==> config.mk <==
export PLATFORM = sky130hd
export DESIGN_NAME = red_pitaya_dfilt_dac
export DESIGN_NICKNAME = d
export VERILOG_FILES = /design/src/rtl/red_pitaya_dfilt_pkg.sv /design/src/rtl/red_pitaya_sat.sv /design/src/rtl/red_pitaya_dfilt_dac.sv
export SDC_FILE = /design/constraint.sdc
export NUM_CORES = 2
export LEC_CHECK = 0
export CORE_UTILIZATION = 23
export CTS_CLUSTER_SIZE = 8
export DETAILED_ROUTE_END_ITERATION = 7
export GPL_TIMING_DRIVEN = 0
export HOLD_SLACK_MARGIN = 0.1
export PLACE_DENSITY_LB_ADDON = 0.08
export SYNTH_ARGS = -nofsm -noshare
export SYNTH_HDL_FRONTEND = slang
export SYNTH_SLANG_ARGS = --single-unit
==> constraint.sdc <==
create_clock -name dac_clk_i -period 10.77 [get_ports dac_clk_i]
set_clock_uncertainty 0.2 [all_clocks]
set_input_delay 1.6155 -clock dac_clk_i [delete_from_list [all_inputs] [get_ports dac_clk_i]]
set_output_delay 1.6155 -clock dac_clk_i [all_outputs]
set_load 0.1 [all_outputs]
==> src/rtl/red_pitaya_dfilt_pkg.sv <==
// red_pitaya_dfilt_pkg: shared widths, shifts, latency and coefficient record for the DAC pre-emphasis filter
package red_pitaya_dfilt_pkg;
    localparam int DW_DEF = 14;
    localparam int PP_W   = 25;
    localparam int AA_W   = 18;
    localparam int KK_W   = 25;
    localparam int PP_SH  = 16;
    localparam int AA_SH  = 18;
    localparam int KK_SH  = 24;
    localparam int ACC_W  = 24;
    localparam int LAT    = 4;
    localparam logic [KK_W-1:0] KK_UNITY = KK_W'(1) << KK_SH;

    typedef struct packed {
        logic signed [PP_W-1:0] pp;
        logic [AA_W-1:0]        aa;
        logic [KK_W-1:0]        kk;
    } coef_t;
endpackage

==> src/rtl/red_pitaya_sat.sv <==
// red_pitaya_sat: signed saturation from IW to OW bits with a clip flag
module red_pitaya_sat #(
    parameter int IW = 25,
    parameter int OW = 24
) (
    input  logic signed [IW-1:0] din,
    output logic signed [OW-1:0] dout,
    output logic                 clip
);
    logic [IW-OW:0] top;

    // the value fits when all bits above the output sign bit agree with it
    always_comb begin
        top  = din[IW-1:OW-1];
        clip = !((&top) || !(|top));
        dout = clip ? {din[IW-1], {(OW-1){~din[IW-1]}}} : din[OW-1:0];
    end
endmodule

==> src/rtl/red_pitaya_dfilt_dac.sv <==
// red_pitaya_dfilt_dac: pre-emphasis / single-pole DAC filter with gain, bypass and clip counter
module red_pitaya_dfilt_dac
    import red_pitaya_dfilt_pkg::*;
#(
    parameter int DW  = DW_DEF,
    parameter int SCW = 16
) (
    input  logic                   dac_clk_i,
    input  logic                   dac_rstn_i,
    input  logic signed [DW-1:0]   dac_dat_i,
    input  logic                   dac_vld_i,
    output logic signed [DW-1:0]   dac_dat_o,
    output logic                   dac_vld_o,
    input  logic signed [PP_W-1:0] cfg_pp_i,
    input  logic [AA_W-1:0]        cfg_aa_i,
    input  logic [KK_W-1:0]        cfg_kk_i,
    input  logic                   cfg_upd_i,
    input  logic                   cfg_byp_i,
    input  logic                   sat_clr_i,
    output logic [SCW-1:0]         sat_cnt_o
);
    localparam int DDW = DW + 1;
    localparam int EPW = PP_W + DDW;
    localparam int EW  = EPW + 1;
    localparam int APW = AA_W + 1 + ACC_W;
    localparam int IW  = APW + 1;
    localparam int KPW = KK_W + 1 + ACC_W;

    coef_t                    coef, s1_c;
    logic                     byp_r;
    logic [LAT-1:0]           vld_sr;
    logic signed [DW-1:0]     x_prev, s1_x;
    logic signed [DDW-1:0]    s1_d;
    logic                     s1_byp, s2_byp, s3_byp;
    logic signed [ACC_W-1:0]  s2_e, s3_i, i_prev;
    logic [AA_W-1:0]          s2_aa;
    logic [KK_W-1:0]          s2_kk, s3_kk;

    logic signed [EPW-1:0]    e_prod, e_sh;
    logic signed [EW-1:0]     e_sum;
    logic signed [APW-1:0]    a_prod, a_sh;
    logic signed [IW-1:0]     i_dif;
    logic signed [KPW-1:0]    k_prod, k_sh;
    logic signed [ACC_W-1:0]  e_sat, i_sat, e_nxt, i_nxt;
    logic signed [DW-1:0]     y_sat, y_nxt;
    logic                     y_clip, e_clip_unused, i_clip_unused;

    // datapath arithmetic; widths are wide enough that only the saturators lose information
    always_comb begin
        e_prod = EPW'($signed(s1_c.pp)) * EPW'(s1_d);
        e_sh   = e_prod >>> PP_SH;
        e_sum  = EW'(e_sh) + EW'(s1_x);
        a_prod = APW'($signed({1'b0, s2_aa})) * APW'(i_prev);
        a_sh   = a_prod >>> AA_SH;
        i_dif  = IW'(s2_e) - IW'(a_sh);
        k_prod = KPW'($signed({1'b0, s3_kk})) * KPW'(s3_i);
        k_sh   = k_prod >>> KK_SH;
        e_nxt  = s1_byp ? ACC_W'(s1_x) : e_sat;
        i_nxt  = s2_byp ? s2_e : i_sat;
        y_nxt  = s3_byp ? DW'(s3_i) : y_sat;
    end

    red_pitaya_sat #(.IW(EW), .OW(ACC_W)) u_sat_e (.din(e_sum), .dout(e_sat), .clip(e_clip_unused));
    red_pitaya_sat #(.IW(IW), .OW(ACC_W)) u_sat_i (.din(i_dif), .dout(i_sat), .clip(i_clip_unused));
    red_pitaya_sat #(.IW(KPW), .OW(DW))   u_sat_y (.din(k_sh),  .dout(y_sat), .clip(y_clip));

    // active coefficients and bypass mode, both taking effect for samples accepted after the edge
    always_ff @(posedge dac_clk_i or negedge dac_rstn_i) begin
        if (!dac_rstn_i) begin
            coef  <= '{pp: '0, aa: '0, kk: KK_UNITY};
            byp_r <= 1'b0;
        end else begin
            if (cfg_upd_i) coef <= '{pp: cfg_pp_i, aa: cfg_aa_i, kk: cfg_kk_i};
            byp_r <= cfg_byp_i;
        end
    end

    // valid shift register; reset empties the pipeline so in-flight samples are dropped
    always_ff @(posedge dac_clk_i or negedge dac_rstn_i) begin
        if (!dac_rstn_i) vld_sr <= '0;
        else             vld_sr <= {vld_sr[LAT-2:0], dac_vld_i};
    end

    // stage 1: difference against the previous sample, snapshot coefficients and mode with the sample
    always_ff @(posedge dac_clk_i or negedge dac_rstn_i) begin
        if (!dac_rstn_i) begin
            x_prev <= '0;
            s1_x   <= '0;
            s1_d   <= '0;
            s1_byp <= 1'b0;
            s1_c   <= '0;
        end else if (dac_vld_i) begin
            x_prev <= byp_r ? '0 : dac_dat_i;
            s1_x   <= dac_dat_i;
            s1_d   <= DDW'(dac_dat_i) - DDW'(x_prev);
            s1_byp <= byp_r;
            s1_c   <= coef;
        end
    end

    // stage 2: pre-emphasis sum
    always_ff @(posedge dac_clk_i or negedge dac_rstn_i) begin
        if (!dac_rstn_i) begin
            s2_e   <= '0;
            s2_byp <= 1'b0;
            s2_aa  <= '0;
            s2_kk  <= '0;
        end else if (vld_sr[0]) begin
            s2_e   <= e_nxt;
            s2_byp <= s1_byp;
            s2_aa  <= s1_c.aa;
            s2_kk  <= s1_c.kk;
        end
    end

    // stage 3: single-pole feedback closed within this cycle
    always_ff @(posedge dac_clk_i or negedge dac_rstn_i) begin
        if (!dac_rstn_i) begin
            s3_i   <= '0;
            i_prev <= '0;
            s3_byp <= 1'b0;
            s3_kk  <= '0;
        end else if (vld_sr[1]) begin
            s3_i   <= i_nxt;
            i_prev <= s2_byp ? '0 : i_nxt;
            s3_byp <= s2_byp;
            s3_kk  <= s2_kk;
        end
    end

    // stage 4: gain, output register and clip counter (clear wins but still counts a coincident clip)
    always_ff @(posedge dac_clk_i or negedge dac_rstn_i) begin
        if (!dac_rstn_i) begin
            dac_dat_o <= '0;
            sat_cnt_o <= '0;
        end else begin
            if (vld_sr[2]) dac_dat_o <= y_nxt;
            if (vld_sr[2] && !s3_byp && y_clip)
                sat_cnt_o <= sat_clr_i ? SCW'(1) : (&sat_cnt_o ? sat_cnt_o : sat_cnt_o + 1'b1);
            else if (sat_clr_i)
                sat_cnt_o <= '0;
        end
    end

    assign dac_vld_o = vld_sr[LAT-1];
endmodule

-- After elaboration in Yosys (flattened, before gate mapping)
Index checks and enable logic that the tools add are counted.
- flip-flop bits (word level): 357
- bits of input ports: 88
- output and inout port bits: 31
- logic and storage cells: 64
- $add $sub $neg: 4
- multiply operators: 3
- eq/ne operators: 1
- multiplexer cells: 12
- bitwise logic cells: 3
- reduce and logical (&&, ||, !) cells: 19
- operators with widths (kind ; count):
    $mux 24 ; 5
    $mux 16 ; 4
    $mul 26x24->50 ; 1
    $mul 19x24->43 ; 1
    $mux 14 ; 3
    $mul 25x15->40 ; 1
    $sub 24x25->26 ; 1
    $add 24x14->25 ; 1
    $reduce_and 21->1 ; 1
    $reduce_or 21->1 ; 1
    $reduce_and 18->1 ; 1
    $reduce_or 18->1 ; 1
    $add 16x1->16 const B ; 1
    $reduce_and 16->1 ; 1
    $sub 14x14->15 ; 1
    $reduce_and 13->1 ; 1
    $reduce_or 13->1 ; 1
    $logic_not 1->1 ; 5
    $logic_or 1x1->1 ; 3
    $not 1->1 ; 3
    $logic_and 1x1->1 ; 2
    $ne 2x2->1 const B ; 1
    $reduce_and 2->1 ; 1
    $reduce_bool 2->1 ; 1

-- Logic depth before layout (Yosys ltp)
- word-level depth: 8
- mapped depth: 41
- depth with buffers taken out: 37

-- Modules after synthesis
Synthesis repeated with hierarchy kept, for this count alone.
- cell total of the unflattened synthesis: 6833
- area, all modules: 64797.1 µm²
- modules (own cells, without submodules) (module ; times used ; cells each ; area each (µm²) ; sequential area each (µm²)):
    red_pitaya_dfilt_dac ; 1 ; 6631 ; 63297.0 ; 8934.8
    red_pitaya_sat (u_sat_i) ; 1 ; 74 ; 629.4 ; 0.0
    red_pitaya_sat (u_sat_e) ; 1 ; 71 ; 478.0 ; 0.0
    red_pitaya_sat (u_sat_y) ; 1 ; 57 ; 392.9 ; 0.0

-- Least setup slack after synthesis
No wires, ideal clock.
- kind: register -> register
- start point: register i_prev[9]
- end point: register s3_i[11]
- library setup time: 129 ps
- arrival time: 8963 ps
- data required time: 10441 ps
- setup slack: 1478 ps
- cell stages (with the launch flop): 38
- buffers on the path: 3
- period minus slack after synthesis: 9292 ps
- cell sequence: dfrtp_1 -> clkbuf_1 -> clkbuf_1 -> and2_1 -> fa_1 -> fa_1 -> inv_1 -> fa_1 -> inv_1 -> fa_1 -> inv_1 -> fa_1 -> inv_1 -> fa_1 -> ha_1 -> a21o_1 -> a21o_1 -> a211o_1 -> [... 2 more ...] -> a21o_1 -> nor2b_1 -> a21oi_1 -> o21a_1 -> or2_2 -> ha_1 -> a21oi_1 -> o21bai_1 -> a21o_1 -> o21ai_0 -> a21oi_1 -> a31o_2 -> a311o_1 -> xnor2_1 -> a21boi_1 -> and2_1 -> buf_2 -> a2111o_1
- word-level cells in the longest chain between the ends: 7
- elaborated cells on any way between the ends: 9
- those cells by class: 1 x add/sub; 1 x mul; 2 x mux; 1 x bitwise; 4 x reduce/logical
- RTL lines (what ; RTL line ; source):
    from (decl) ; red_pitaya_dfilt_dac.sv:35 ; logic signed [ACC_W-1:0] s2_e, s3_i, i_prev;
    from (signal assigned) ; red_pitaya_dfilt_dac.sv:125 ; i_prev <= s2_byp ? '0 : i_nxt;
    $mul 19x24->43 (*) ; red_pitaya_dfilt_dac.sv:53 ; a_prod = APW'($signed({1'b0, s2_aa})) * APW'(i_prev);
    $sub 24x25->26 (*) ; red_pitaya_dfilt_dac.sv:55 ; i_dif = IW'(s2_e) - IW'(a_sh);
    $reduce_or 21->1 ; red_pitaya_sat.sv:15 ; clip = !((&top) || !(|top));
    $logic_not 1->1 ; red_pitaya_sat.sv:15 ;
    $logic_or 1x1->1 ; red_pitaya_sat.sv:15 ;
    $mux 24 (*) ; red_pitaya_sat.sv:16 ; dout = clip ? {din[IW-1], {(OW-1){~din[IW-1]}}} : din[OW-1:0];
    $mux 24 (*) ; red_pitaya_dfilt_dac.sv:59 ; i_nxt = s2_byp ? s2_e : i_sat;
    to (signal assigned) ; red_pitaya_dfilt_dac.sv:124 ; s3_i <= i_nxt;
    to (decl) ; red_pitaya_dfilt_dac.sv:35 ;
Mark *: on every way between the ends. The rest lies on a longest branch, timed or not.
A chain may end at the register's enable or synchronous reset.

-- Worst setup path after layout
- start point: register s2_aa[2]
- end point: register s3_i[11]
- word-level cells in the longest chain between the ends: 7
- elaborated cells on any way between the ends: 9
- those cells by class: 1 x add/sub; 1 x mul; 2 x mux; 1 x bitwise; 4 x reduce/logical
- RTL lines (what ; RTL line ; source):
    from (decl) ; red_pitaya_dfilt_dac.sv:36 ; logic [AA_W-1:0] s2_aa;
    from (signal assigned) ; red_pitaya_dfilt_dac.sv:111 ; s2_aa <= s1_c.aa;
    $mul 19x24->43 (*) ; red_pitaya_dfilt_dac.sv:53 ;
    $sub 24x25->26 (*) ; red_pitaya_dfilt_dac.sv:55 ;
    $reduce_or 21->1 ; red_pitaya_sat.sv:15 ;
    $logic_not 1->1 ; red_pitaya_sat.sv:15 ;
    $logic_or 1x1->1 ; red_pitaya_sat.sv:15 ;
    $mux 24 (*) ; red_pitaya_sat.sv:16 ;
    $mux 24 (*) ; red_pitaya_dfilt_dac.sv:59 ;
Marks and branches as above.

==> results_dict.tcl <==
set metrics [dict create \
    cpPeakStageDelay_ns 0.54 \
    r2r_slack_ns 0.38 \
    fin_ws_ns 0.3756 \
    drt-pass1-iter-count 5 \
    cts_tree "done" \
    crit_fanout 10 \
    ys_warn_count 0 \
    grt_antenna_before_repair 18 \
    cp-end-kind "flip-flop" \
    core_um2 279100 \
    worstPathRequired_ns 11.14 \
    relSlewSlack 0.1670 \
    synth_area_leaders "fa_1 (40%), dfrtp_1 (14%), ha_1 (9.1%)" \
    drt-total-wl_mm 240.0 \
    fin_crit_sh 0.9651 \
    fillers 30340 \
    clk_latency_ns 0.73 \
    synthCells 6809 \
    ant_nets 0 \
    synth_area_um2 64520 \
    hpwl_mm 201.9 \
    min_to "vld_sr[3]$_DFF_PN0_" \
    die_area_um2 282600 \
    synth.most_common_cell "inv_1" \
    numCtsBuffers 55 \
    fmax_ghz 0.09621 \
    die_y_um 531.6 \
    via_count 45660 \
    syn_nets 8652 \
    min_path_type "reg2reg" \
    r2r_cells 37 \
    use_met1 0.2423 \
    start_util 0.2311 \
    gr-usage-met2 0.2899 \
    slew_violations 0 \
    multi_input_area_um2 48650 \
    cts_buffer_depth 3 \
    grt_pass1_vias 51730 \
    finalSetupViolations 0 \
    clk_pin_slew_ns 0.05 \
    grt_busiest_layer "met2" \
    routabilityCongestion 0.8365 \
    synthDominantCellAreaShare 0.3987 \
    dp_cells 10660 \
    status "completed" \
    synth-seq-cells 357 \
    period_minus_slack_ns 10.39 \
    drc 0 \
    worstPathArrival_ns 10.76 \
    post_drt_wl_per_cell_um 22.37 \
    portBuffers 117 \
    syn_to_final_growth_pct 12.13 \
    cp-start-kind "flip-flop" \
    fin_cells 10730 \
    synth_top_area_cell "fa_1" \
    synth_async_sr_flop_share 1.000 \
    viasPerCell 4.256 \
    grt.met3_usage 0.01337 \
    min_path_cells 0 \
    nets 8815 \
    std_cell_rows 194 \
    finalHoldViolCount 0 \
    r2r-end "s3_i[11]$_DFFE_PN0P_" \
    criticalPathCategory "reg2reg" \
    drt_iter0_markers 2015 \
    cts_root_buf "clkbuf_16" \
    tightest_slew_ns 1.249 \
    post-place-ws_ns -1.203 \
    regToRegStartpoint "s2_aa[2]$_DFFE_PN0P_" \
    synth-edff-count 0 \
    grt_pass1_wl_mm 359.6 \
    synth_area_per_cell_um2 9.475 \
    grt_max_degree 101 \
    gr-usage-all-layers 0.1727 \
    critical-path-slowest-cell "dfrtp_1" \
    drive_gt1_frac 0.06959 \
    seq_area_frac_synth 0.1385 \
    drv_cap 0 \
    hold_start "vld_sr[2]$_DFF_PN0_" \
    netlist_top_cells_count "inv_1 (1,528), fa_1 (1,285), nand2_1 (883)" \
    die_width_um 531.6 \
    grt_overflow 0 \
    crit_top_cell "fa_1" \
    htreeDepth 2 \
    postCtsHoldBufs 0 \
    synth_cell_types 91 \
    clock_sinks 357 \
    fin_hold_ws_ns 0.2222 \
    rsz0062_at_grt "false" \
    io_pins 119 \
    seq_area_um2 8977 \
    dominantRegCellSynth "dfrtp_1" \
]
layer usage:
| layer | up-vias | share of wire |
|---|---|---|
| met4 | 0 | 0.021 |
| met2 | 618 | 0.47 |
| met1 | 24070 | 0.48 |
| met5 | - | 0 |
| li1 | 20800 | - |
| met3 | 173 | 0.027 |
stage by stage:
stage / instance area [µm²] / setup TNS [ns] / util
6_report: 72340 / 0 / 0.2592
2_1_floorplan: 64520 / 0 / -
5_1_grt: 72330 / 0 / 0.2591
3_5_place_dp: 70500 / -59.56 / 0.2526
4_1_cts: 72200 / 0 / 0.2587
3_3_place_gp: 70350 / -3865.42 / 0.2520
area by class of cell:
cell class	instances	share of cell area
Tap cell	3724	0.06441
Antenna cell	7	0.0002421
Timing Repair Buffer	124	0.01819
Buffer	312	0.01849
Inverter	1529	0.07945
Clock buffer	74	0.02098
Sequential cell	357	0.1241
Clock inverter	9	0.001660
Multi-Input combinational cell	4593	0.6725
kinds of logic (layout without fill, tap and decap cells):
kind of cell | Yosys count | after routing | share of synthesized area
compound gates | 545 | 545 | 0.05659
buf+inv | 1859 | 2048 | 0.1087
other cells | 0 | 7 | 0
flops | 357 | 357 | 0.1385
xor+xnor | 128 | 128 | 0.01738
simple gates | 1932 | 1932 | 0.1484
mux | 233 | 233 | 0.04063
fa+ha+maj | 1755 | 1755 | 0.4899
registers in the layout, indices dropped and copies added, names as in the netlist:
| register | cells |
|---|---|
| sat_cnt_o | 16 |
| s3_i | 24 |
| byp_r | 1 |
| s2_aa | 18 |
| s3_byp | 1 |
| vld_sr | 4 |
| s1_d | 15 |
| coef | 68 |
| i_prev | 24 |
| dac_dat_o | 14 |
| x_prev | 14 |
| s2_byp | 1 |
| s1_c | 68 |
| s2_kk | 25 |
| s3_kk | 25 |
| s1_x | 14 |
| s1_byp | 1 |
| s2_e | 24 |
cells in the final DEF, fill, tap and decap left out, drive strengths merged, types with 10 or more instances in the layout:
| cell type | count |
|---|---|
| nand3b | 20 |
| o2111ai | 13 |
| o21a | 29 |
| nor2b | 47 |
| o21ai | 110 |
| a21o | 68 |
| fa | 1285 |
| o31ai | 16 |
| nand2 | 884 |
| mux2 | 231 |
| xor2 | 40 |
| a21boi | 13 |
| nand3 | 44 |
| or3 | 10 |
| nand4 | 21 |
| nor2 | 143 |
| xnor2 | 88 |
| clkbuf | 354 |
| inv | 1529 |
| a31oi | 12 |
| clkdlybuf4s50 | 116 |
| a211oi | 19 |
| a211o | 27 |
| ha | 470 |
| dfrtp | 356 |
| nor3 | 41 |
| and2 | 616 |
| and3 | 34 |
| buf | 40 |
| nand2b | 37 |
| o21bai | 12 |
| a21oi | 156 |
| a221o | 11 |
how the worst max path moves through the flow:
stage	depth (start not counted)	endpoint	startpoint	slack (ns)
floorplan	37	s3_i[11]$_DFFE_PN0P_	i_prev[9]$_DFFE_PN0P_	1.48
detailed placement	37	i_prev[1]$_DFFE_PN0P_	i_prev[9]$_DFFE_PN0P_	-1.20
finish	37	s3_i[11]$_DFFE_PN0P_	s2_aa[2]$_DFFE_PN0P_	0.38
global placement	1	s2_aa[10]$_DFFE_PN0P_	dac_rstn_i	-10.77
global route	37	i_prev[12]$_DFFE_PN0P_	i_prev[9]$_DFFE_PN0P_	0.0004
CTS	36	s2_e[12]$_DFFE_PN0P_	s1_d[11]$_DFFE_PN0P_	0.02
critical path: cells and delay by family, from the launching register on:
kind	cells	cell delay [ns]
and+or+nand+nor	6	0.98
xor gates and xnor gates	2	0.52
adders and majority gates	8	3.58
AOI/OAI and AO/OA	14	3.28
DFF	1	0.54
buffers and inverters	7	1.14
repair_timing:
item / in CTS / in global routing
setup endpoints to repair: 71 / 69
resized for setup: 82 / 99
buffers inserted: 0 / 0
cloned: 0 / 0
Power is left out: the tool's default activity adds up to more than one toggle a clock period on the data nets, which glitch-free logic cannot reach.
